==> config.mk <==
export PLATFORM = sky130hd
export DESIGN_NAME = sram_bus_arbiter
export DESIGN_NICKNAME = d
export VERILOG_FILES = /design/src/rtl/sram_bus_arbiter.sv
export SDC_FILE = /design/constraint.sdc
export NUM_CORES = 1
export LEC_CHECK = 0
export ABC_CLOCK_PERIOD_IN_PS = 3680
export CORE_AREA = 2 2 109 111
export DETAILED_ROUTE_END_ITERATION = 10
export DIE_AREA = 0 0 111 113
export HOLD_SLACK_MARGIN = 0.1
export SLEW_MARGIN = 0
export SYNTH_ARGS = -nofsm -noshare
export SYNTH_HDL_FRONTEND = slang
export SYNTH_SLANG_ARGS = --single-unit
==> constraint.sdc <==
create_clock -name clk -period 3.68 [get_ports clk]
set_input_delay 0.736 -clock clk [delete_from_list [all_inputs] [get_ports clk]]
set_output_delay 0.736 -clock clk [all_outputs]
set_load 0.005 [all_outputs]
==> src/rtl/sram_bus_arbiter.sv <==
// Two-master sram-like arbiter: fixed priority (data over inst) on the address phase,
// in-order ID FIFO routes each data-phase response back to the master that issued it.
module sram_bus_arbiter #(
  parameter int unsigned DEPTH = 2
) (
  input  logic        clk,
  input  logic        reset,
  input  logic        inst_req,
  input  logic [31:0] inst_addr,
  input  logic [1:0]  inst_size,
  output logic        inst_addr_ok,
  output logic        inst_data_ok,
  output logic [31:0] inst_rdata,
  input  logic        data_req,
  input  logic        data_wr,
  input  logic [1:0]  data_size,
  input  logic [3:0]  data_wstrb,
  input  logic [31:0] data_addr,
  input  logic [31:0] data_wdata,
  output logic        data_addr_ok,
  output logic        data_data_ok,
  output logic [31:0] data_rdata,
  output logic        mem_req,
  output logic        mem_wr,
  output logic [1:0]  mem_size,
  output logic [3:0]  mem_wstrb,
  output logic [31:0] mem_addr,
  output logic [31:0] mem_wdata,
  input  logic        mem_addr_ok,
  input  logic        mem_data_ok,
  input  logic [31:0] mem_rdata
);

  localparam int unsigned PW = (DEPTH > 1) ? $clog2(DEPTH) : 1;
  localparam int unsigned CW = $clog2(DEPTH + 1);
  localparam logic [CW-1:0] DepthC  = CW'(DEPTH);
  localparam logic [PW-1:0] LastPtr = PW'(DEPTH - 1);
  localparam logic IdInst = 1'b0;
  localparam logic IdData = 1'b1;

  logic          lock_valid_q, lock_id_q;
  logic [PW-1:0] rd_ptr_q, wr_ptr_q;
  logic [CW-1:0] count_q;
  logic          id_fifo_q [DEPTH];

  logic have_grant, grant, grant_req, sel_inst, can_issue, accept, resp, head_id;

  function automatic logic [PW-1:0] ptr_inc(input logic [PW-1:0] p);
    return (p == LastPtr) ? '0 : p + 1'b1;
  endfunction

  always_comb begin
    have_grant = lock_valid_q | data_req | inst_req;
    grant      = lock_valid_q ? lock_id_q : (data_req ? IdData : IdInst);
    grant_req  = (grant == IdData) ? data_req : inst_req;
    sel_inst   = have_grant && (grant == IdInst);
    // A response in the same cycle frees a slot, so a full FIFO may still accept.
    can_issue  = (count_q < DepthC) || mem_data_ok;
    mem_req    = !reset && have_grant && grant_req && can_issue;
    accept     = mem_req && mem_addr_ok;

    mem_addr   = sel_inst ? inst_addr : data_addr;
    mem_size   = sel_inst ? inst_size : data_size;
    mem_wr     = sel_inst ? 1'b0      : data_wr;
    mem_wstrb  = sel_inst ? 4'h0      : data_wstrb;
    mem_wdata  = sel_inst ? 32'h0     : data_wdata;

    inst_addr_ok = accept && sel_inst;
    data_addr_ok = accept && !sel_inst;

    // Responses with nothing outstanding are stale (e.g. issued before a reset).
    resp         = !reset && mem_data_ok && (count_q != '0);
    head_id      = id_fifo_q[rd_ptr_q];
    inst_data_ok = resp && (head_id == IdInst);
    data_data_ok = resp && (head_id == IdData);
    inst_rdata   = mem_rdata;
    data_rdata   = mem_rdata;
  end

  always_ff @(posedge clk) begin
    if (reset) begin
      lock_valid_q <= 1'b0;
      lock_id_q    <= 1'b0;
      rd_ptr_q     <= '0;
      wr_ptr_q     <= '0;
      count_q      <= '0;
    end else begin
      if (mem_req && !mem_addr_ok) begin
        lock_valid_q <= 1'b1;
        lock_id_q    <= grant;
      end else if (accept) begin
        lock_valid_q <= 1'b0;
      end
      if (accept) wr_ptr_q <= ptr_inc(wr_ptr_q);
      if (resp)   rd_ptr_q <= ptr_inc(rd_ptr_q);
      unique case ({accept, resp})
        2'b10:   count_q <= count_q + 1'b1;
        2'b01:   count_q <= count_q - 1'b1;
        default: count_q <= count_q;
      endcase
    end
  end

  always_ff @(posedge clk) begin
    if (!reset && accept) id_fifo_q[wr_ptr_q] <= grant;
  end

endmodule

==> run summary <==
status -> completed
Worst-Skew Late Latency -> 230 ps
Die Height -> 113 um
most common cell in the synthesized netlist -> buf_4
utilization after layout -> 0.287
clock skew -> 0.863 ps
DR vias/cell -> 3.69
placer congestion estimate -> 0.789
R2R depth -> 7
Yosys Warn Count -> 0
gate count of the mapped netlist -> 190
Post-CTS Setup Inserts -> 0
fin crit period -> 3380 ps
Routed Antenna Nets -> 0
Synth area leaders -> buf_4 30%, mux2_2 24%, and2_1 15%
post-synthesis cell type count -> 27
ant diodes -> 0
Met1 Routed Length -> 2.45 mm
WS Path Type -> input pin to primary output
Least-Margin Pin Slew -> 376 ps
row cnt -> 39
crit-path max FO -> 49
Core Area -> 0.0113 mm2
post-CTS sizing -> 0
Layout area overhead -> 101%
clk slew on worst S/H paths -> 40 ps
share of cells above drive strength 1 -> 0.138
Slew HR -> 0.747
crit path DAT -> 2640 ps
root buffer cell -> clkbuf_16
Min-Delay Path Class -> register to register
fin cells -> 455
Design Power -> 0.742 mW
Final Hold Vio Count -> 0
multi-input logic area -> 862 um2
top cell type's share of synthesized area -> 0.304
Synth area leader -> buf_4
port bufs -> 186
filler instances -> 1,236
level count of the clock H-tree -> 1
grt ovf -> 0
top sig layer -> met4
placed insts -> 451
CTS tree -> built
wire length per cell -> 13.9 um
# IOs -> 283
CTS Hold Bufs -> 0
crit share post-route -> 0.918
clock tree buffer depth -> 2
RSZ-0062 raised after global routing -> no
#FFs+latches synth -> 9
P per Cell Area -> 230 mW/mm2
Synthesized Nets -> 334
WL met3 -> 650 um
1st-pass router iterations -> 4
Post-Route WL -> 6.31 mm
initial core utilization -> 0.143
DRC -> 0
EDFF count, synth -> 2
Leakage -> 1.20 nW
mapped cell area -> 0.00161 mm2
clk sinks -> 9
Reg area -> 200 um2
first-pass GRT wire length -> 9.26 mm
Max-Cap Viols -> 0
antenna violations before repair -> 0
Starting DRT DRC Count -> 21
DIE WIDTH -> 111 um
predominant post-synthesis flop cell -> dfxtp_1
via count of the first global-routing pass -> 1,771
Req. time, crit path -> 2940 ps
Syn Area/Cell -> 8.46 um2
ys async rst share -> 0
nets -> 457
DP HPWL -> 5.51 mm
hold depth -> 2
Post-synth top cells -> 65 x buf_4, 39 x and2_1, 34 x mux2_2
WL met2 -> 3.00 mm
Peak VDD IR -> 0.000112 V
Final setup viols -> 0
Slew Viols, Final -> 0
DIE AREA -> 0.0125 mm2
Num CTS Buffers -> 3
largest net degree at the start of global routing -> 50
detailed-route via count -> 1,677
CP Capture Type -> primary output
Fmax -> 296 MHz
Seq/Total Area, Yosys -> 0.125
total track usage -> 0.0915
Setup TNS -> 0 ps
startpoint types -> input pin
-- cells in the final DEF (no fill, tap or decap) --
master | synthesis | final
a21oi_1 | 1 | 1
a21oi_4 | 1 | 1
and2_1 | 39 | 39
and3_1 | 2 | 2
buf_12 | 0 | 1
buf_4 | 65 | 3
clkbuf_1 | 4 | 1
clkbuf_16 | 0 | 3
clkdlybuf4s50_1 | 0 | 186
dfxtp_1 | 7 | 7
edfxtp_1 | 2 | 2
ha_1 | 1 | 1
inv_1 | 2 | 2
mux2_1 | 1 | 1
mux2_2 | 34 | 34
mux2i_1 | 3 | 3
nand2_1 | 2 | 2
nand3_1 | 1 | 1
nor2_1 | 8 | 8
nor2b_1 | 2 | 2
nor3b_2 | 1 | 1
nor4_1 | 2 | 2
o211a_1 | 1 | 1
o21a_1 | 1 | 1
o21ai_0 | 2 | 2
o21bai_1 | 1 | 1
or3_1 | 1 | 1
xnor2_1 | 1 | 1
xor2_1 | 2 | 2
-- where the power goes --
part           internal [mW]  leakage, nW  switching [mW]  total (mW)
registers              0.110       0.0757         0.00712       0.118
clock network          0.144       0.0382          0.0442       0.189
logic                  0.312         1.08           0.124       0.436
-- routing by layer --
metal  vias to the layer above  global-route usage
met5                         -                   0
met4                         0              0.0392
met3                        27              0.0268
met2                       124               0.161
met1                       723               0.104
li1                        803                   -
-- layout make-up --
| type | instances | share of cell area |
|---|---|---|
| Sequential cell | 9 | 0.0619 |
| Clock buffer | 4 | 0.0244 |
| Timing Repair Buffer | 190 | 0.589 |
| Tap cell | 143 | 0.0554 |
| Inverter | 2 | 0.00232 |
| Multi-Input combinational cell | 107 | 0.267 |
-- final timing paths --
kind                            slack (ps)                 endpoint               startpoint
worst max register to register        1890  count_q[1]$_SDFFE_PP0P_  count_q[1]$_SDFFE_PP0P_
worst min-delay path                   490  count_q[1]$_SDFFE_PP0P_  count_q[1]$_SDFFE_PP0P_
worst min register to register         490  count_q[1]$_SDFFE_PP0P_  count_q[1]$_SDFFE_PP0P_
worst max-delay path                   300             mem_addr[14]                 data_req
-- critical path, cell delays in order --
cell and delay (ps):
clkdlybuf4s50_1 560, nor3b_2 80, a21oi_4 160, buf_12 250, mux2_2 370, clkdlybuf4s50_1 470
-- kinds of logic (layout without fill, tap and decap cells) --
logic type      count (synthesis)  in the layout  share of synthesized area
buf+inv                        74            196                      0.339
simple gates                   58             58                      0.213
mux                            38             38                      0.264
flops                           9              9                      0.125
compound gates                  7              7                     0.0351
xor+xnor                        3              3                     0.0164
fa+ha+maj                       1              1                    0.00779
-- stage by stage --
stage / area (um2) / hold WS, ps / setup WS (ps)
final: 3230 / 488 / 301
after floorplan: 1610 / 446 / 1290
after detailed placement: 3150 / 483 / 290
after global routing: 3230 / 522 / 202
after global placement: 3150 / 469 / 317
after CTS: 3230 / 489 / 277
No activity file was read; power rests on OpenSTA's default activity.
